### src/rtl/dec_conv_arbiter_pkg.sv
// Shared types and helpers for the two-requester decimal converter arbiter.
package dec_conv_arbiter_pkg;

   typedef enum logic [1:0] {
      IDLE = 2'd0,
      SET  = 2'd1,
      WAIT = 2'd2,
      DONE = 2'd3
   } state_t;

   localparam int SEG_W = 7;

   // Wait counter must hold CONV_LAT-1; never narrower than one bit.
   function automatic int cnt_width(input int lat);
      if (lat <= 2) begin
         return 1;
      end else begin
         return $clog2(lat);
      end
   endfunction

endpackage

### src/rtl/dec_conv_arbiter_rr.sv
// Two-input round-robin picker: ptr names the requester preferred on a tie.
module rr_arb2 (
   input  logic req0,
   input  logic req1,
   input  logic ptr,
   output logic gnt_valid,
   output logic gnt_idx
);

   // Grant selection: single requester wins outright, tie goes to ptr.
   always_comb begin
      gnt_valid = req0 | req1;
      if (req0 && req1) begin
         gnt_idx = ptr;
      end else if (req1) begin
         gnt_idx = 1'b1;
      end else begin
         gnt_idx = 1'b0;
      end
   end

endmodule

### src/rtl/dec_conv_arbiter.sv
// Shares one binary-to-7-seg converter between two level requesters:
// grant, set pulse, fixed latency wait, capture, done pulse to the owner.
module dec_conv_arbiter
   import dec_conv_arbiter_pkg::*;
#(
   parameter int WIDTH    = 7,
   parameter int CONV_LAT = 8
) (
   input  logic             clk,
   input  logic             rst,
   input  logic             req0,
   input  logic [WIDTH-1:0] data0,
   input  logic             req1,
   input  logic [WIDTH-1:0] data1,
   output logic             done0,
   output logic             done1,
   output logic [SEG_W-1:0] res_hi,
   output logic [SEG_W-1:0] res_lo,
   output logic             res_ovf,
   output logic             busy,
   output logic             conv_rst,
   output logic             conv_set,
   output logic [WIDTH-1:0] conv_bin,
   input  logic [SEG_W-1:0] conv_hi,
   input  logic [SEG_W-1:0] conv_lo,
   input  logic             conv_ovf
);

   localparam int               CNT_W    = cnt_width(CONV_LAT);
   localparam logic [CNT_W-1:0] CNT_LOAD = CNT_W'(CONV_LAT - 1);
   localparam logic [CNT_W-1:0] CNT_ONE  = CNT_W'(1);
   localparam logic [CNT_W-1:0] CNT_ZERO = CNT_W'(0);

   state_t             state_r;
   state_t             state_s;
   logic               ptr_r;
   logic               owner_r;
   logic [CNT_W-1:0]   cnt_r;
   logic               gnt_valid_s;
   logic               gnt_idx_s;
   logic [WIDTH-1:0]   conv_bin_r;
   logic [SEG_W-1:0]   res_hi_r;
   logic [SEG_W-1:0]   res_lo_r;
   logic               res_ovf_r;
   logic               done0_r;
   logic               done1_r;
   logic               conv_set_r;
   logic               busy_r;

   rr_arb2 u_arb (
      .req0      (req0),
      .req1      (req1),
      .ptr       (ptr_r),
      .gnt_valid (gnt_valid_s),
      .gnt_idx   (gnt_idx_s)
   );

   // Next-state decode; requests only matter while idle.
   always_comb begin
      state_s = state_r;
      case (state_r)
         IDLE: begin
            if (gnt_valid_s) begin
               state_s = SET;
            end else begin
               state_s = IDLE;
            end
         end
         SET:  state_s = WAIT;
         WAIT: begin
            if (cnt_r == CNT_ZERO) begin
               state_s = DONE;
            end else begin
               state_s = WAIT;
            end
         end
         DONE:    state_s = IDLE;
         default: state_s = IDLE;
      endcase
   end

   // State register and pulse outputs, decoded one cycle ahead so they are registered.
   always_ff @(posedge clk) begin
      if (rst) begin
         state_r    <= IDLE;
         busy_r     <= 1'b0;
         conv_set_r <= 1'b0;
         done0_r    <= 1'b0;
         done1_r    <= 1'b0;
      end else begin
         state_r    <= state_s;
         busy_r     <= (state_s != IDLE);
         conv_set_r <= (state_s == SET);
         done0_r    <= (state_s == DONE) && !owner_r;
         done1_r    <= (state_s == DONE) && owner_r;
      end
   end

   // Ownership, operand, wait counter, result capture and round-robin pointer.
   always_ff @(posedge clk) begin
      if (rst) begin
         ptr_r      <= 1'b0;
         owner_r    <= 1'b0;
         cnt_r      <= CNT_ZERO;
         conv_bin_r <= {WIDTH{1'b0}};
         res_hi_r   <= {SEG_W{1'b0}};
         res_lo_r   <= {SEG_W{1'b0}};
         res_ovf_r  <= 1'b0;
      end else begin
         case (state_r)
            IDLE: begin
               if (gnt_valid_s) begin
                  owner_r    <= gnt_idx_s;
                  conv_bin_r <= gnt_idx_s ? data1 : data0;
               end
            end
            SET: cnt_r <= CNT_LOAD;
            WAIT: begin
               if (cnt_r == CNT_ZERO) begin
                  res_hi_r  <= conv_hi;
                  res_lo_r  <= conv_lo;
                  res_ovf_r <= conv_ovf;
               end else begin
                  cnt_r <= cnt_r - CNT_ONE;
               end
            end
            DONE:    ptr_r <= ~owner_r;
            default: ptr_r <= ptr_r;
         endcase
      end
   end

   assign conv_rst = rst;
   assign conv_set = conv_set_r;
   assign conv_bin = conv_bin_r;
   assign busy     = busy_r;
   assign done0    = done0_r;
   assign done1    = done1_r;
   assign res_hi   = res_hi_r;
   assign res_lo   = res_lo_r;
   assign res_ovf  = res_ovf_r;

endmodule
### config.mk
export PLATFORM = sky130hd
export DESIGN_NAME = dec_conv_arbiter
export DESIGN_NICKNAME = d
export VERILOG_FILES = /design/src/rtl/dec_conv_arbiter_pkg.sv /design/src/rtl/dec_conv_arbiter_rr.sv /design/src/rtl/dec_conv_arbiter.sv
export SDC_FILE = /design/constraint.sdc
export NUM_CORES = 1
export LEC_CHECK = 0
export BUFFER_PORTS_ARGS = -buffer_cell sky130_fd_sc_hd__buf_2
export CORE_MARGIN = 10
export CORE_UTILIZATION = 42
export DETAILED_ROUTE_END_ITERATION = 10
export PLACE_DENSITY = 0.83
export SYNTH_ARGS = -nofsm -noshare
export SYNTH_HDL_FRONTEND = slang
export SYNTH_SLANG_ARGS = --single-unit
### constraint.sdc
create_clock -name clk -period 1.59 [get_ports clk]
set_clock_uncertainty 0.15 [all_clocks]
set_input_delay 0.318 -clock clk [delete_from_list [all_inputs] [get_ports clk]]
set_output_delay 0.318 -clock clk [all_outputs]
set_load 0.02 [all_outputs]
==> run summary <==
Worst-Margin Slew - 0.3395 ns
top-area cell type share of the netlist area - 46.07%
DRC violations left - 0
worst path setup slack after routing - 0.1173 ns
Die X - 78.43 um
Post-synth top cells - dfxtp_1 (33), nand2_1 (30), nor2_1 (11)
dominant register cell in the synthesized netlist - dfxtp_1
P_int - 0.001376 W
postcts setup bufs - 0
clock-pin slew on the worst setup and hold paths - 0.11 ns
asr flop ratio synth - 0%
r2r startpoint - cnt_r[0]
count leader, synth - dfxtp_1
Finish-stage setup viols - 0
initial core utilization - 43.31%
Vias/cell - 4.772
Post-Syn Nets - 201
Layout area overhead - 29.32%
aggregate routed wire length - 3579 um
non-filler cells, final - 268
Core Footprint - 3311 um^2
die span in y - 78.43 um
critical path class - flip-flop to flip-flop
CP max FO - 11
worst path arrival time - 1.59 ns
CTS Root Cell - clkbuf_4
fin crit share - 92.62%
Tmin final - 1.473 ns
Min Hold Slack - 0.04430 ns
Worst Path Required - 1.71 ns
Final Hold Vio Count - 0
Distinct cells, synth - 31
Initial DRC Count - 68
TritonCTS buffer count - 5
GRT Resource Usage Total - 11.96%
maximum VDD drop - 0.5905 mV
sequential-to-total area share from yosys stat - 46.07%
max cap viols - 0
CTS Hold Bufs - 0
pwr dens - 1152 nW/um^2
run status - completed
multi-input logic area - 698.2 um^2
combinational share of power - 31.4%
Switch Pwr - 0.0007610 W
final-layout fill cell count - 315
synth top area cells - dfxtp_1 (46%), nand2_1 (7.9%), a21oi_2 (6.1%)
Final Core Density - 56.01%
largest net degree at the start of global routing - 19
clock power share - 21.8%
initial antenna violation count - 0
vias in the first global route - 1339
DP HPWL - 2669 um
ant diodes - 0
row cnt - 21
DR WL/cell - 13.35 um
Min-Delay Path Class - primary input to flip-flop
crit path launch - cnt_r[0]
H-tree Lvls - 2
DR pass1 iterations - 4
Die Footprint - 6151 um^2
Final GP Congestion - 0.7875
Synth Cell Area - 1434 um^2
CTS sink cnt - 33
Post-Synthesis Cells - 161
port buffer count - 59
Post-synth EDFFs - 0
share of cells above drive strength 1 - 42.79%
Setup WS pre-CTS - -0.04892 ns
startpoint types - flip-flop
Syn Area/Cell - 8.906 um^2
CTS Buffer Depth - 2
Cell Count Post-Placement - 260
worst skew pair latency - 0.34 ns
Lkg Pwr - 0.8147 nW
leading area contributor after synthesis - dfxtp_1
RSZ-0062 raised after global routing - no
Syn. warnings - 0
register area - 664.4 um^2
Reg power frac - 46.9%
setup TNS - 0 ns
grt ovf - 0
vias - 1279
post-synthesis register bit count - 33
CP Capture Type - flip-flop
I/O pin count - 60
nets - 261
Detail Route Antenna Nets - 0
first-pass GRT wire length - 6058 um
Rel. slew slack - 77.36%
CTS tree - yes
switching portion of total power - 35.61%
Final Max Slew Viols - 0
Hold Path Origin - conv_lo[4]
Max Clk Rate - 0.6790 GHz
## logic make-up after synthesis
| kind of cell | Yosys count | synth area share (%) |
|---|---|---|
| adder cells (fa/ha/maj) | 7 | 6.108 |
| multiplexers | 1 | 0.6981 |
| buffers and inverters | 19 | 7.504 |
| AND/OR/NAND/NOR | 60 | 19.55 |
| AO/OA/AOI/OAI | 41 | 20.07 |
| flip-flops | 33 | 46.07 |
## cells in the final DEF (no fill, tap or decap), drive strengths merged, types with 2 or more instances in the layout
cell	count
nand3	7
clkbuf	5
ha	7
nor4	2
buf	64
nand2	32
nor2	11
clkinv	2
a21oi	18
a311oi	7
inv	8
a211oi	2
o21ai	9
o21a	2
nand2b	2
dfxtp	33
## layer usage
layer / GRT usage, % / up-vias / part of all wire [%]
met1: 12.20 / 574 / 39
met5: 0 / - / 0
met2: 21.46 / 30 / 55
li1: - / 668 / -
met3: 4.100 / 7 / 3.7
met4: 5.556 / 0 / 2.0
## stage by stage
stage               power (W)  area, um^2
floorplan            0.001470        1434
CTS                  0.002119        1817
global route         0.002287        1854
global placement     0.001649        1759
detailed placement   0.001657        1759
finish               0.002137        1854
## power by group through the flow
stage | clock network, W | registers (W) | logic (W)
finish | 0.000465 | 0.00100 | 0.000670
global route | 0.000513 | 0.00102 | 0.000756
CTS | 0.000473 | 0.000996 | 0.000650
detailed placement | 0 | 0.00101 | 0.000645
global placement | 0 | 0.00101 | 0.000641
floorplan | 0 | 0.00110 | 0.000371
## registers in the layout (all words and copies together), names as in the netlist, 2 cells and up
| register | cells |
|---|---|
| cnt_r | 3 |
| res_hi | 7 |
| conv_bin | 7 |
| state_r | 2 |
| res_lo | 7 |
## final timing paths
check	endpoint	slack, ns	depth (start not counted)
min	res_lo[4]	0.04	3
max	cnt_r[0]	0.12	7
max reg2reg	cnt_r[0]	0.12	7
min reg2reg	cnt_r[0]	0.30	1
## timing repair
action,CTS,global route
endpoints found under the setup margin,16,23
pin swaps,0,1
resized for setup,2,9
gates cloned,0,0
## layout make-up
type                    instances  area share (%)
multi-input cells             109           37.65
flip-flops and latches         33           35.83
well taps                      46           3.104
inverters                       8           1.619
clock inverters                 3          0.9447
clock buffers                   5           2.024
repair buffers                 64           18.83
## critical path, cell delays in order (launching register included)
cell	delay (ns)
dfxtp_2	0.36
inv_1	0.05
ha_1	0.20
buf_4	0.15
nand3b_4	0.08
buf_6	0.14
a21oi_1	0.07
a211oi_1	0.19
Note: power is estimated with default switching activity, not from simulation.
